`config.mk`:
```
export PLATFORM = sky130hd
export DESIGN_NAME = bg_stim_check_flat
export DESIGN_NICKNAME = d
export VERILOG_FILES = /design/src/rtl/bg_stim_check_if.sv /design/src/rtl/bg_stim_check.sv /design/src/flat_wrapper.sv
export SDC_FILE = /design/constraint.sdc
export NUM_CORES = 1
export LEC_CHECK = 0
export BUFFER_PORTS_ARGS = -buffer_cell sky130_fd_sc_hd__buf_4
export CORE_MARGIN = 3
export CORE_UTILIZATION = 58
export DETAILED_ROUTE_END_ITERATION = 10
export PLACE_DENSITY = 0.9
export SYNTH_ARGS = -nofsm -noshare
export SYNTH_HDL_FRONTEND = slang
export SYNTH_SLANG_ARGS = --single-unit
```
`constraint.sdc`:
```
create_clock -name clk -period 4.3 [get_ports clk]
set_input_delay 0.215 -clock clk [delete_from_list [all_inputs] [get_ports clk]]
set_output_delay 0.215 -clock clk [all_outputs]
set_load 0.05 [all_outputs]
```
`src/rtl/bg_stim_check_if.sv`:
```
// Connection bundle between the stimulus/check sequencer and the basic gates block (bg).
// The sequencer owns a/b; the gates block returns its three results.
interface bg_stim_check_if;
  logic a;
  logic b;
  logic and_op;
  logic or_op;
  logic not_op;

  modport master (
    output a,
    output b,
    input  and_op,
    input  or_op,
    input  not_op
  );

  modport slave (
    input  a,
    input  b,
    output and_op,
    output or_op,
    output not_op
  );
endinterface

```
`src/rtl/bg_stim_check.sv`:
```
// Self-checking stimulus sequencer for the basic gates block: sweeps (a,b) through 00..11,
// holds each vector DWELL cycles, compares and/or/not against golden. Optional macro: BG_STIM_FAIL_LOG_EN.
module bg_stim_check #(
  parameter int DWELL      = 10,
  parameter int ERR_W      = 8,
  parameter int NUM_PASSES = 1
) (
  input  logic              clk,
  input  logic              rst_n,
  input  logic              start_i,
  bg_stim_check_if.master   bg,
  output logic              busy_o,
  output logic              done_o,
  output logic              pass_o,
  output logic [ERR_W-1:0]  err_cnt_o,
  output logic [1:0]        vec_idx_o,
  output logic              fail_valid_o,
  output logic [1:0]        fail_vec_o,
  output logic [2:0]        fail_obs_o
);

  generate
    if (DWELL < 2) begin : g_bad_dwell
      $error("bg_stim_check: DWELL must be >= 2 to guarantee a settle cycle before sampling");
    end
  endgenerate

  localparam int CNT_W = (DWELL > 2) ? $clog2(DWELL - 1) : 1;
  localparam int PC_W  = (NUM_PASSES > 1) ? $clog2(NUM_PASSES) : 1;

  localparam logic [CNT_W-1:0] DWELL_LAST = CNT_W'(DWELL - 2);
  localparam logic [PC_W-1:0]  PASS_LAST  = PC_W'(NUM_PASSES - 1);

  localparam logic [1:0] S_IDLE   = 2'd0;
  localparam logic [1:0] S_DRIVE  = 2'd1;
  localparam logic [1:0] S_SAMPLE = 2'd2;
  localparam logic [1:0] S_DONE   = 2'd3;

  logic [1:0]       state_q,    state_d;
  logic [CNT_W-1:0] dwell_q,    dwell_d;
  logic [PC_W-1:0]  pass_cnt_q, pass_cnt_d;
  logic [1:0]       vec_q,      vec_d;
  logic [ERR_W-1:0] err_q,      err_d;
  logic             pass_q,     pass_d;

  logic       start_ok;
  logic       in_sample;
  logic [2:0] obs;
  logic [2:0] gold;
  logic       mismatch;

  assign start_ok  = start_i && ((state_q == S_IDLE) || (state_q == S_DONE));
  assign in_sample = (state_q == S_SAMPLE);
  assign obs       = {bg.and_op, bg.or_op, bg.not_op};
  assign gold      = {vec_q[1] & vec_q[0], vec_q[1] | vec_q[0], ~vec_q[1]};
  assign mismatch  = (obs != gold);

  always_comb begin
    state_d    = state_q;
    dwell_d    = dwell_q;
    pass_cnt_d = pass_cnt_q;
    vec_d      = vec_q;
    err_d      = err_q;
    pass_d     = pass_q;

    case (state_q)
      S_IDLE, S_DONE: begin
        if (start_ok) begin
          state_d    = S_DRIVE;
          dwell_d    = '0;
          pass_cnt_d = '0;
          vec_d      = '0;
          err_d      = '0;
          pass_d     = 1'b0;
        end
      end

      S_DRIVE: begin
        if (dwell_q == DWELL_LAST) begin
          state_d = S_SAMPLE;
        end else begin
          dwell_d = dwell_q + CNT_W'(1);
        end
      end

      S_SAMPLE: begin
        if (mismatch && (err_q != '1)) begin
          err_d = err_q + ERR_W'(1);
        end
        if (vec_q != 2'd3) begin
          vec_d   = vec_q + 2'd1;
          dwell_d = '0;
          state_d = S_DRIVE;
        end else if (pass_cnt_q != PASS_LAST) begin
          vec_d      = '0;
          pass_cnt_d = pass_cnt_q + PC_W'(1);
          dwell_d    = '0;
          state_d    = S_DRIVE;
        end else begin
          // pass must include the final vector's verdict, so it looks at err_d, not err_q
          state_d = S_DONE;
          pass_d  = (err_d == '0);
        end
      end

      default: begin
        state_d = S_IDLE;
      end
    endcase
  end

  always_ff @(posedge clk or negedge rst_n) begin
    if (!rst_n) begin
      state_q    <= S_IDLE;
      dwell_q    <= '0;
      pass_cnt_q <= '0;
      vec_q      <= '0;
      err_q      <= '0;
      pass_q     <= 1'b0;
    end else begin
      state_q    <= state_d;
      dwell_q    <= dwell_d;
      pass_cnt_q <= pass_cnt_d;
      vec_q      <= vec_d;
      err_q      <= err_d;
      pass_q     <= pass_d;
    end
  end

  assign bg.a      = vec_q[1];
  assign bg.b      = vec_q[0];
  assign vec_idx_o = vec_q;
  assign err_cnt_o = err_q;
  assign busy_o    = (state_q == S_DRIVE) || (state_q == S_SAMPLE);
  assign done_o    = (state_q == S_DONE);
  assign pass_o    = pass_q;

`ifdef BG_STIM_FAIL_LOG_EN
  logic       fail_valid_q;
  logic [1:0] fail_vec_q;
  logic [2:0] fail_obs_q;

  // Only the first mismatch of a run is kept; later ones leave the capture untouched.
  always_ff @(posedge clk or negedge rst_n) begin
    if (!rst_n) begin
      fail_valid_q <= 1'b0;
      fail_vec_q   <= '0;
      fail_obs_q   <= '0;
    end else if (start_ok) begin
      fail_valid_q <= 1'b0;
    end else if (in_sample && mismatch && !fail_valid_q) begin
      fail_valid_q <= 1'b1;
      fail_vec_q   <= vec_q;
      fail_obs_q   <= obs;
    end
  end

  assign fail_valid_o = fail_valid_q;
  assign fail_vec_o   = fail_vec_q;
  assign fail_obs_o   = fail_obs_q;
`else
  assign fail_valid_o = 1'b0;
  assign fail_vec_o   = '0;
  assign fail_obs_o   = '0;
`endif

endmodule

```
`src/flat_wrapper.sv`:
```
// flat-port wrapper written by rule: the top's interface ports become plain ports
module bg_stim_check_flat 
#(
  parameter int DWELL      = 10,
  parameter int ERR_W      = 8,
  parameter int NUM_PASSES = 1
)
  (clk, rst_n, start_i, busy_o, done_o, pass_o, err_cnt_o, vec_idx_o, fail_valid_o, fail_vec_o, fail_obs_o, bg_a, bg_b, bg_and_op, bg_or_op, bg_not_op);
  bg_stim_check_if bg_i ();
  input  logic clk;
  input  logic rst_n;
  input  logic start_i;
  output logic busy_o;
  output logic done_o;
  output logic pass_o;
  output logic [ERR_W-1:0] err_cnt_o;
  output logic [1:0] vec_idx_o;
  output logic fail_valid_o;
  output logic [1:0] fail_vec_o;
  output logic [2:0] fail_obs_o;
  output wire logic [$bits(bg_i.a)-1:0] bg_a;
  output wire logic [$bits(bg_i.b)-1:0] bg_b;
  input wire logic [$bits(bg_i.and_op)-1:0] bg_and_op;
  input wire logic [$bits(bg_i.or_op)-1:0] bg_or_op;
  input wire logic [$bits(bg_i.not_op)-1:0] bg_not_op;
  assign bg_a = bg_i.a;
  assign bg_b = bg_i.b;
  assign bg_i.and_op = bg_and_op;
  assign bg_i.or_op = bg_or_op;
  assign bg_i.not_op = bg_not_op;
  bg_stim_check #(.DWELL(DWELL), .ERR_W(ERR_W), .NUM_PASSES(NUM_PASSES)) u_core (.clk(clk), .rst_n(rst_n), .start_i(start_i), .bg(bg_i), .busy_o(busy_o), .done_o(done_o), .pass_o(pass_o), .err_cnt_o(err_cnt_o), .vec_idx_o(vec_idx_o), .fail_valid_o(fail_valid_o), .fail_vec_o(fail_vec_o), .fail_obs_o(fail_obs_o));
endmodule
```
# [Word-level counts from Yosys, hierarchy flattened]
# Cells that the tools add are included.
[classes] n_addsub=4 eq_ne=13 mux=25 bitwise=3 reduce_logical=14
[op_table] op="$mux 8" n=3
[op_table] op="$mux 4" n=4
[op_table] op="$pmux 8 s2" n=1
[op_table] op="$mux 2" n=7
[op_table] op="$pmux 4 s3" n=1
[op_table] op="$reduce_and 3->1" n=3
[op_table] op="$add 8x1->8 const B" n=1
[op_table] op="$logic_not 8->1" n=1
[op_table] op="$ne 2x2->1 const B" n=4
[op_table] op="$ne 8x8->1 const B" n=1
[op_table] op="$pmux 2 s3" n=1
[op_table] op="$mux 1" n=5
[op_table] op="$add 4x1->4 const B" n=1
[op_table] op="$eq 2x2->1 const B" n=2
[op_table] op="$eq 4x4->1 const B" n=1
[op_table] op="$ne 2x1->1 const B" n=2
[op_table] op="$pmux 1 s2" n=2
[op_table] op="$pmux 2 s2" n=1
[op_table] op="$reduce_and 2->1" n=2
[op_table] op="$reduce_and 4->1" n=1
[op_table] op="$ne 3x2->1 const B" n=1
[op_table] op="$ne 3x3->1" n=1
[op_table] op="$add 2x1->2 const B" n=1
[op_table] op="$eq 2x1->1 const B" n=1
[op_table] op="9 further kinds" n=11
[totals] ff_bits=18

# [Depth between registers and ports, before layout]
# Gate-level depths: netlist of the first run.
[depth] word_depth=9 ltp_mapped=8

# [Worst setup path after synthesis of the first run]
# Ideal clock, no wire load.
[synth_timing] path_type="register to register" from="register u_core.vec_q[0], in the netlist u_core.vec_idx_o[0]" to="register u_core.err_q[5], in the netlist u_core.err_cnt_o[5]" setup_ps=121 t_arrival_ps=2075 path_slack_ps=2104 path_stages_with_launch=9 synth_period_minus_slack_ps=2196 path_cell_list="dfrtp_1 inv_1 ha_1 xor2_1 and3_4 buf_6 nor4_4 xor2_1 a32o_2"
[synth_between] elab_chain_cells=6 word_cells_on_any_way=7 classes_between="eq/ne: 1; mux: 3; bitwise: 2; reduce/logical: 1"
[synth_rtl] element="start: declaration" line_no="bg_stim_check.sv:42" source="logic [1:0] vec_q, vec_d;"
[synth_rtl] element="start signal: assignment" line_no="bg_stim_check.sv:124" source="vec_q <= vec_d;"
[synth_rtl] element="$or 1x1->1 / $and 1x1->1 (equally long branches)" line_no="bg_stim_check.sv:55" source="assign gold = {vec_q[1] & vec_q[0], vec_q[1] | vec_q[0], ~vec_q[1]};"
[synth_rtl] element="$ne 3x3->1 (*)" line_no="bg_stim_check.sv:56" source="assign mismatch = (obs != gold);"
[synth_rtl] element="$logic_and 1x1->1 (*)" line_no="bg_stim_check.sv:87" source="if (mismatch && (err_q != '1)) begin"
[synth_rtl] element="$mux 8 (*)" line_no="bg_stim_check.sv:87"
[synth_rtl] element="$mux 8 (*)" line_no="bg_stim_check.sv:66" source="case (state_q)"
[synth_rtl] element="$pmux 8 s2 (*)" line_no="bg_stim_check.sv:66"
[synth_rtl] element="end signal: assignment" line_no="bg_stim_check.sv:125" source="err_q <= err_d;"
[synth_rtl] element="end: declaration" line_no="bg_stim_check.sv:43" source="logic [ERR_W-1:0] err_q, err_d;"
# Mark *: on every way between the ends. The rest lies on a longest branch, timed or not. The select of a mux whose other input is x is not followed.
# A chain may end at the register's enable or synchronous reset.

# [Worst setup path in the final report of the first run]
[layout_timing] from="register u_core.state_q[0]" to="register u_core.pass_q, in the netlist u_core.pass_o"
[layout_between] elab_chain_cells=5 word_cells_on_any_way=12 classes_between="eq/ne: 5; mux: 1; reduce/logical: 6"
[layout_rtl] element="start: declaration" line_no="bg_stim_check.sv:39" source="logic [1:0] state_q, state_d;"
[layout_rtl] element="start signal: assignment" line_no="bg_stim_check.sv:121" source="state_q <= state_d;"
[layout_rtl] element="$eq 2x2->1 / $logic_not 2->1 (equally long branches)" line_no="bg_stim_check.sv:52, bg_stim_check.sv:66"
[layout_rtl] element="$logic_or 1x1->1" line_no="bg_stim_check.sv:52" source="assign start_ok = start_i && ((state_q == S_IDLE) || (state_q == S_DONE));"
[layout_rtl] element="$logic_and 1x1->1" line_no="bg_stim_check.sv:52"
[layout_rtl] element="$ne 2x1->1 (no source line)"
[layout_rtl] element="$reduce_and 4->1 (no source line)"
[layout_rtl] element="end signal: assignment" line_no="bg_stim_check.sv:126" source="pass_q <= pass_d;"
[layout_rtl] element="end: declaration" line_no="bg_stim_check.sv:44" source="logic pass_q, pass_d;"
# Parallel ways exist; a longest one is shown, timed or not.

==> results of run 1 <==
## power by group
part           switching (µW)  total (µW)  internal (µW)
logic                     213         318            105
registers                37.6         223            185
clock network            52.7        88.7           36.1
## layout make-up
cell class	instances	area [µm²]
clock buffers	4	26.3
fillers	168	617
inverters	14	52.6
multi-input cells	111	747
flip-flops and latches	17	425
well taps	27	33.8
repair buffers	21	160
## synthesized netlist by cell type, drive strengths merged, types with 2 or more instances
cell | instances | area, µm²
ha | 9 | 113
nor4 | 3 | 33.8
nor2 | 6 | 22.5
buf | 11 | 93.8
nand3 | 9 | 45.0
o22ai | 2 | 12.5
a21oi | 7 | 35.0
nand4 | 3 | 18.8
a22o | 5 | 43.8
a41oi | 2 | 17.5
inv | 14 | 52.6
xnor2 | 2 | 17.5
clkbuf | 2 | 21.3
o21ai | 14 | 70.1
o32ai | 2 | 17.5
nor3 | 3 | 15.0
o31ai | 5 | 37.5
nand2 | 12 | 45.0
xor2 | 3 | 26.3
dfrtp | 17 | 425
and3 | 2 | 18.8
## metal layers
| metal | global-route usage | vias up | share of wire |
|---|---|---|---|
| met2 | 0.361 | 45 | 0.49 |
| li1 | - | 570 | - |
| met5 | 0 | - | 0 |
| met1 | 0.273 | 559 | 0.44 |
| met3 | 0.0305 | 6 | 0.053 |
| met4 | 0.0894 | 0 | 0.014 |
## sequential cells by signal, indices dropped and copies added (netlist names)
| name | cells |
|---|---|
| u_core.err_cnt_o | 8 |
| u_core.dwell_q | 4 |
| u_core.state_q | 2 |
| u_core.vec_idx_o | 2 |
| u_core.pass_o | 1 |
## cell families (layout without fill, tap and decap cells)
group / Yosys count / count (layout)
other: 1 / 6
DFF: 17 / 17
buffers and inverters: 27 / 39
AOI/OAI and AO/OA: 45 / 45
xor gates and xnor gates: 5 / 5
adders and majority gates: 9 / 9
and+or+nand+nor: 46 / 46
## path summary, 6_finish.rpt
path / to / depth (start not counted)
hold reg to reg: u_core.pass_o / 2
min in group asynchronous: u_core.err_cnt_o[2] / 2
setup reg to reg: u_core.pass_o / 7
setup / recovery: u_core.pass_o / 7
hold / removal: u_core.err_cnt_o[4] / 3
max in group asynchronous: u_core.err_cnt_o[7] / 2
## stage by stage
step	cells	worst slack, ps
finish	194	2130
global route	194	1950
CTS	194	2140
detailed placement	189	2170
global placement	189	2240
floorplan	155	2100
## worst max-delay path: cells and delay by family (launching register included)
| kind | cells | cell delay [ps] |
|---|---|---|
| compound gates | 2 | 300 |
| fa+ha+maj | 1 | 380 |
| buf+inv | 1 | 60 |
| flops | 1 | 430 |
| simple gates | 3 | 900 |
==> impl_metrics.csv, run 1 <==
group,metric,value,unit
outcome,status,"finished clean",
floorplanning,fp-row-count,16,
cells_and_area,antenna_cell_count,0,
detailed_routing,drt-wirelength-per-cell,14.6,µm
grt,grt_first_pass_wirelength,4540,µm
grt,globalRouteOverflowTotal,0,
cells_and_area,final_util,0.701,
detailed_routing,detail-route-antenna-nets,0,
worst_setup_path,rrSetupSlack,2130,ps
detailed_routing,num_vias,1180,
clocking,path_clk_slew,110,ps
grt,first_global_vias,1066,
synth,area_fraction_in_and_or_nand_and_nor_cells_after_synthesis,0.202,
floorplanning,design.portCount,27,
grt,initial_antenna_violation_count,0,
cells_and_area,syn_to_final_growth,9.38,%
synth,sequential_fraction_of_the_synthesis_area,0.322,
placed_design,post_dp_cell_area,1410,µm²
pwr,power_density,436,nW/µm²
detailed_routing,average_vias_per_placed_instance,6.08,
clocking,cts-buffers-inserted,3,
worst_setup_path,critical_path_peak_fanout,8,
synth,largest_family_of_logic_cells_by_synthesized_area,"compound AO/OA/AOI/OAI gates",
clocking,ctsResizeCount,0,
sta,timing.max_slew.rel_slack,0.639,
floorplanning,initial_util,0.641,
floorplanning,floorplan.die.width,53.7,µm
clocking,tritoncts_num_sinks,17,
sta,timing_hold_violations_final,0,
worst_setup_path,cp_data_required_time,4510,ps
sta,final_layout_setup_total_negative_slack,0,ps
detailed_routing,dr.pass1.iters,4,
floorplanning,dieArea,2890,µm²
cells_and_area,layout.cells.most_common_list,"buf_4, dfrtp_1, inv_1",
synth,ys_ff_latch,17,
synth,synth.distinct_cells,43,
clocking,clock_latency,300,ps
sta,rsz0062_at_grt,"no",
floorplanning,die_height,53.7,µm
synth,synth_ff_type,"dfrtp_1",
synth,synthesis.area,1320,µm²
worst_setup_path,critPathLaunchType,"flip-flop",
sta,final.min_clock_period,2170,ps
grt,maximum_number_of_pins_on_one_net_before_global_route_repair,18,
clocking,cts_hold_buf,1,
pwr,p_leak,0.000659,µW
clocking,clock-root-buffer,"clkbuf_4",
sta,post-route-period-util,0.505,
placed_design,dp.final_hpwl,2140,µm
synth,number_of_flops_mapped_to_enable_cells_by_yosys,0,
cells_and_area,nets_finish,183,
worst_setup_path,r2r_start,"u_core.state_q[0]",
worst_setup_path,worst_setup_path_startpoint,"u_core.state_q[0]",
cells_and_area,mostFrequentLayoutCell,"buf_4",
detailed_routing,drtIter0Drc,43,
worst_setup_path,worst-setup-path-type,"flip-flop to flip-flop",
synth,syn_area_cell,8.81,µm²
synth,yosys_warnings,0,
pwr,power,630,µW
worst_hold_path,min_path_type,"input pin to flip-flop",
run,total_of_max_cap_violations,0,
cells_and_area,final_layout_size_suffix_gt1_frac,0.192,
sta,clock.fmax,461,MHz
worst_setup_path,cpPeakStageDelay,490,ps
detailed_routing,wl,2820,µm
synth,async_reset_ff_frac,1.00,
synth,synth.area.mux_share,0,
synth,synthXorXnorAreaFrac,0.0331,
floorplanning,core_area,2060,µm²
worst_setup_path,path_cells,"inv_1 > ha_1 > nor2b_1 > or4_1 > nor4_1 > o22ai_1 > o31ai_1",
sta,final_setup_violation_count,0,
detailed_routing,post-route-drc-count,0,
synth,yosys.area_share.adder,0.0852,
sta,tightest_slew,537,ps
worst_setup_path,timing.critical_path.to_type,"flip-flop",
worst_hold_path,holdCritStartpoint,"start_i",
worst_setup_path,worst_ep_arrival_time,2380,ps
sta,maxSlewViolCount,0,
clocking,htree_num_levels,1,
cells_and_area,final_area,1450,µm²
sta,clock_skew,12.4,ps
clocking,postCtsSetupBuffers,0,
clocking,cts_tree,"built",
worst_setup_path,critical-path-slowest-cell,"or4_1",
placed_design,io_buffer_count,20,
synth,synth_cells,150,
clocking,clk_path_buf_depth,2,
pwr,worst_ir_drop_vdd,0.424,mV
sta,timing.hold.ws,274,ps
synth,synth_compound_gate_area_share,0.228,
placed_design,final_weighted_congestion_in_routability_driven_placement,0.957,
grt,grt_usage,0.215,
Power figures use the tool's default switching activity.
==> run 2: changes to the inputs <==
--- a/config.mk
+++ b/config.mk
@@ -7,9 +7,9 @@
 export LEC_CHECK = 0
 export BUFFER_PORTS_ARGS = -buffer_cell sky130_fd_sc_hd__buf_4
 export CORE_MARGIN = 3
-export CORE_UTILIZATION = 58
+export CORE_UTILIZATION = 54
 export DETAILED_ROUTE_END_ITERATION = 10
-export PLACE_DENSITY = 0.9
+export PLACE_DENSITY = 0.85
 export SYNTH_ARGS = -nofsm -noshare
 export SYNTH_HDL_FRONTEND = slang
 export SYNTH_SLANG_ARGS = --single-unit
==> constraint.sdc (replaced) <==
create_clock -name clk -period 2.2 [get_ports clk]
set_input_delay 0.11 -clock clk [delete_from_list [all_inputs] [get_ports clk]]
set_output_delay 0.11 -clock clk [all_outputs]
set_load 0.05 [all_outputs]
==> run 2 against run 1 <==
Clock-buffer cell count is the same. Sequential power grew 88%. Power grew 100%. Critical path depth is the same. Non-clock buffer count grew 4. Highest routed layer unchanged. Fmax grew 5.5%. Largest cell class unchanged.
==> impl_metrics.csv, run 2 (synthesis results as in run 1) <==
group,metric,value,unit
sta,final.min_clock_period,2060,ps
floorplanning,floorplan.die.width,55.5,µm
worst_hold_path,holdCritStartpoint,"start_i",
floorplanning,design.portCount,27,
grt,grt_first_pass_wirelength,5160,µm
clocking,cts_tree,"built",
sta,timing_hold_violations_final,0,
worst_setup_path,rr_worst_depth,7,
worst_hold_path,timing.hold.worst_path_depth,3,
worst_setup_path,path_delay_family,"simple AND/OR/NAND/NOR gates",
cells_and_area,antenna_cell_count,0,
cells_and_area,nets_finish,187,
placed_design,final_weighted_congestion_in_routability_driven_placement,0.883,
placed_design,place_ws,134,ps
worst_hold_path,min_path_type,"input pin to flip-flop",
sta,timing.max_slew.rel_slack,0.596,
worst_setup_path,reg2reg_to,"u_core.pass_o",
sta,final_layout_setup_total_negative_slack,0,ps
worst_setup_path,timing.critical_path.to_type,"flip-flop",
clocking,cts-buffers-inserted,3,
sta,setup_slack,143,ps
grt,first_global_vias,1139,
worst_setup_path,cp_data_required_time,2410,ps
floorplanning,fp-row-count,17,
sta,maxSlewViolCount,0,
sta,final_setup_violation_count,0,
floorplanning,core_area,2280,µm²
cells_and_area,largest_register_ffs,8,
worst_setup_path,critPathLaunchType,"flip-flop",
grt,grt_usage,0.207,
worst_setup_path,critical-path-slowest-cell,"or4_1",
sta,clock.fmax,486,MHz
detailed_routing,average_vias_per_placed_instance,6.04,
outcome,status,"finished clean",
grt,globalRouteOverflowTotal,0,
clocking,htree_num_levels,1,
cells_and_area,syn_to_final_growth,12.3,%
grt,initial_antenna_violation_count,0,
clocking,clock_latency,300,ps
floorplanning,dieArea,3080,µm²
grt,maximum_number_of_pins_on_one_net_before_global_route_repair,18,
worst_setup_path,rrSetupSlack,140,ps
clocking,path_clk_slew,110,ps
worst_setup_path,worst_ep_arrival_time,2270,ps
cells_and_area,fill_cells,181,
placed_design,io_buffer_count,20,
clocking,tritoncts_num_sinks,17,
worst_setup_path,r2r_start,"u_core.state_q[0]",
clocking,clock-root-buffer,"clkbuf_4",
cells_and_area,layout.cells.most_common_list,"buf_4, dfrtp_1, inv_1",
pwr,worst_ir_drop_vdd,0.906,mV
detailed_routing,wl,3210,µm
sta,rsz0062_at_grt,"no",
detailed_routing,post-route-drc-count,0,
pwr,p_leak,0.000680,µW
worst_setup_path,path_cells,"inv_1 > ha_1 > nor2b_1 > or4_1 > nor4_2 > o22ai_1 > o31ai_1",
clocking,clk_path_buf_depth,2,
detailed_routing,detail-route-antenna-nets,0,
worst_setup_path,worst-setup-path-type,"flip-flop to flip-flop",
sta,tightest_slew,602,ps
detailed_routing,drt-wirelength-per-cell,16.1,µm
sta,clock_skew,11.1,ps
detailed_routing,drtIter0Drc,37,
sta,post-route-period-util,0.935,
cells_and_area,final_layout_size_suffix_gt1_frac,0.222,
run,total_of_max_cap_violations,0,
placed_design,dp.final_hpwl,2430,µm
worst_setup_path,cpPeakStageDelay,490,ps
cells_and_area,mostFrequentLayoutCell,"buf_4",
pwr,power_density,863,nW/µm²
detailed_routing,num_vias,1202,
worst_setup_path,cp_num_buf_inv,1,
worst_setup_path,critical_path_peak_fanout,5,
floorplanning,initial_util,0.581,
worst_hold_path,min_to,"u_core.err_cnt_o[4]",
floorplanning,die_height,55.5,µm
detailed_routing,dr.pass1.iters,4,
-- run 2: metal layers --
metal / wire length (µm) / track usage / vias up
met5: 0 / 0 / -
met3: 123 / 0.0537 / 4
met2: 1710 / 0.378 / 33
met4: 36 / 0.0521 / 0
met1: 1340 / 0.237 / 585
li1: - / - / 580
-- run 2: metrics by stage --
stage	hold slack (ps)	instances	cell area, µm²	power [µW]	util
2_1_floorplan	-186	155	1340	926	-
3_3_place_gp	-13.3	194	1440	1070	0.633
3_5_place_dp	-9.30	194	1440	1100	0.633
4_1_cts	187	199	1480	1280	0.649
5_1_grt	175	199	1480	1370	0.652
6_report	190	199	1480	1280	0.652
-- run 2: timing repair --
item                                   in CTS  in global routing
hold buffers                                1                  0
setup endpoints to repair                   0                  1
buffers inserted                            0                  0
endpoints found under the hold margin      17                  0
gates resized for setup                     0                  2
-- run 2: report_power, final --
part / leakage, µW / internal (µW) / switching, µW
Clock: 0.0000150 / 70.6 / 105
Sequential: 0.000231 / 364 / 56.0
Combinational: 0.000434 / 234 / 452
Total: 0.000680 / 668 / 613
-- run 2: layout make-up --
class / instances / area (µm²) / area share
multi-input combinational: 111 / 753 / 0.508
sequential: 17 / 427 / 0.288
timing repair buffer: 25 / 190 / 0.128
inverter: 14 / 52.6 / 0.0354
tap: 28 / 35.0 / 0.0236
clock buffer: 4 / 26.3 / 0.0177
-- run 2: worst register-to-register path: cells and delay by family, from the launching register on --
family                     cells  cell delay (ps)
DFF                            1              420
AOI/OAI and AO/OA              2              370
adders and majority gates      1              300
and+or+nand+nor                3              820
buffers and inverters          1               60
-- run 2: how the worst max path moves through the flow --
| stage | start | endpoint | depth (start not counted) |
|---|---|---|---|
| CTS | u_core.state_q[0] | u_core.pass_o | 7 |
| detailed placement | u_core.state_q[0] | u_core.pass_o | 7 |
| finish | u_core.state_q[0] | u_core.pass_o | 7 |
| global placement | u_core.state_q[0] | u_core.pass_o | 7 |
| floorplan | u_core.vec_idx_o[0] | u_core.err_cnt_o[5] | 8 |
| global route | u_core.vec_idx_o[1] | u_core.pass_o | 6 |
==> run 3: changes to the inputs <==
--- a/config.mk
+++ b/config.mk
@@ -6,6 +6,7 @@
 export NUM_CORES = 1
 export LEC_CHECK = 0
 export BUFFER_PORTS_ARGS = -buffer_cell sky130_fd_sc_hd__buf_4
+export CAP_MARGIN = 20
 export CORE_MARGIN = 3
 export CORE_UTILIZATION = 54
 export DETAILED_ROUTE_END_ITERATION = 10
==> constraint.sdc (replaced) <==
create_clock -name clk -period 2.1 [get_ports clk]
set_input_delay 0.105 -clock clk [delete_from_list [all_inputs] [get_ports clk]]
set_output_delay 0.105 -clock clk [all_outputs]
set_load 0.05 [all_outputs]
==> run 3 against run 2 <==
Combinational power rose by 9.9%. Largest cell class unchanged. Cell area rose by 1.7%. Register-to-register slack got worse by 20 ps. Wire length fell by 2.1%. Power rose by 6.8%.
==> impl_metrics.csv, run 3 (synthesis results as in run 1) <==
group,metric,value,unit
detailed_routing,drtIter0Drc,30,
floorplanning,dieArea,3080,µm²
floorplanning,floorplan.die.width,55.5,µm
floorplanning,initial_util,0.581,
cells_and_area,mostFrequentLayoutCell,"buf_4",
sta,clock.fmax,506,MHz
worst_setup_path,worst_ep_arrival_time,2180,ps
sta,final.min_clock_period,1980,ps
grt,maximum_number_of_pins_on_one_net_before_global_route_repair,18,
cells_and_area,largest_register_ffs,8,
clocking,path_clk_slew,120,ps
worst_hold_path,min_path_type,"input pin to flip-flop",
detailed_routing,wl,3140,µm
detailed_routing,drt-wirelength-per-cell,15.5,µm
detailed_routing,post-route-drc-count,0,
worst_setup_path,worstSetupEndpoint,"u_core.err_cnt_o[5]",
cells_and_area,layout.cells.most_common_list,"buf_4, dfrtp_1, inv_1",
placed_design,final_weighted_congestion_in_routability_driven_placement,0.934,
worst_setup_path,timing.critical_path.to_type,"flip-flop",
floorplanning,fp-row-count,17,
cells_and_area,final_layout_size_suffix_gt1_frac,0.247,
worst_setup_path,critical_path_peak_fanout,9,
pwr,worst_ir_drop_vdd,0.855,mV
sta,timing_hold_violations_final,0,
grt,first_global_vias,1250,
cells_and_area,antenna_cell_count,0,
sta,tightest_slew,581,ps
worst_setup_path,rrSetupSlack,120,ps
pwr,p_leak,0.000697,µW
clocking,htree_num_levels,1,
sta,final_layout_setup_total_negative_slack,0,ps
grt,initial_antenna_violation_count,0,
run,total_of_max_cap_violations,0,
clocking,tritoncts_num_sinks,17,
sta,clock_skew,4.52,ps
detailed_routing,dr.pass1.iters,4,
worst_setup_path,reg2reg_to,"u_core.err_cnt_o[5]",
floorplanning,die_height,55.5,µm
worst_setup_path,worst-setup-path-type,"flip-flop to flip-flop",
cells_and_area,nets_finish,190,
grt,grt_usage,0.212,
worst_setup_path,critPathLaunchType,"flip-flop",
placed_design,dp.final_hpwl,2420,µm
cells_and_area,final_util,0.663,
floorplanning,design.portCount,27,
grt,grt_first_pass_wirelength,5400,µm
outcome,status,"finished clean",
detailed_routing,average_vias_per_placed_instance,6.13,
pwr,power_density,906,nW/µm²
clocking,clock-root-buffer,"clkbuf_4",
detailed_routing,detail-route-antenna-nets,0,
detailed_routing,num_vias,1239,
worst_setup_path,worst_setup_path_startpoint,"u_core.vec_idx_o[1]",
placed_design,io_buffer_count,20,
cells_and_area,syn_to_final_growth,14.2,%
sta,maxSlewViolCount,0,
clocking,clk_path_buf_depth,2,
worst_setup_path,cp_data_required_time,2300,ps
sta,post-route-period-util,0.942,
sta,final_setup_violation_count,0,
floorplanning,core_area,2280,µm²
worst_setup_path,r2r_start,"u_core.vec_idx_o[1]",
clocking,clock_latency,300,ps
cells_and_area,fill_cells,193,
worst_setup_path,rr_worst_depth,6,
grt,globalRouteOverflowTotal,0,
clocking,cts_tree,"built",
sta,timing.max_slew.rel_slack,0.610,
clocking,cts-buffers-inserted,3,
sta,rsz0062_at_grt,"no",
## run 3: changes by cell type in the layout (fill, tap and decap cells not counted), sizes merged
cell	before	now
buf	24	27
clkbuf	4	3
clkinv	0	1
## run 3: metal layers
layer	global-route usage	part of all wire	up-vias
li1	-	-	583
met4	0.0903	0.0067	0
met2	0.387	0.53	47
met3	0.0257	0.055	4
met5	0	0	-
met1	0.246	0.41	605
## run 3: critical path, cell delays in order (launching register included)
cell	delay (ps)
dfrtp_2	460
ha_1	280
xnor2_1	200
and3_4	250
nor4_4	300
xor2_1	130
a32o_2	280
## run 3: cell type report
cell class	count	area, µm²	share of cell area
Timing Repair Buffer	28	213	0.141
Sequential cell	17	428	0.284
Clock buffer	3	22.5	0.0149
Clock inverter	1	5.00	0.00332
Tap cell	28	35.0	0.0232
Multi-Input combinational cell	111	753	0.499
Inverter	14	52.6	0.0348
## run 3: worst min path at each step
stage | startpoint | cells past startpoint | end
3_5_place_dp | rst_n | 1 | u_core.err_cnt_o[2]
4_1_cts | start_i | 3 | u_core.err_cnt_o[4]
2_1_floorplan | rst_n | 0 | u_core.dwell_q[0]
3_3_place_gp | rst_n | 1 | u_core.err_cnt_o[2]
6_report | start_i | 3 | u_core.err_cnt_o[4]
5_1_grt | start_i | 3 | u_core.err_cnt_o[4]
## run 3: power breakdown
part | leakage (µW) | internal, µW | switching (µW)
sequential | 0.000228 | 379 | 44.9
combinational | 0.000451 | 262 | 492
clock | 0.0000177 | 70.9 | 119
total | 0.000697 | 712 | 655
## run 3: repair_timing
item | 4_1_cts | 5_1_grt
setup buffers | 0 | 1
endpoints found under the hold margin | 17 | 0
hold buffers | 1 | 0
setup endpoints to repair | 0 | 1
gates resized for setup | 0 | 1
## run 3: stage by stage
| step | area [µm²] | instances | hold slack (ps) | setup WS, ps | total power, µW |
|---|---|---|---|---|---|
| detailed placement | 1460 | 196 | -12.7 | 66.1 | 1160 |
| global route | 1510 | 202 | 195 | 3.96 | 1480 |
| global placement | 1460 | 196 | -14.0 | 186 | 1130 |
| finish | 1510 | 202 | 159 | 122 | 1370 |
| CTS | 1500 | 201 | 155 | 45.8 | 1360 |
| floorplan | 1340 | 155 | -191 | 3.23 | 970 |
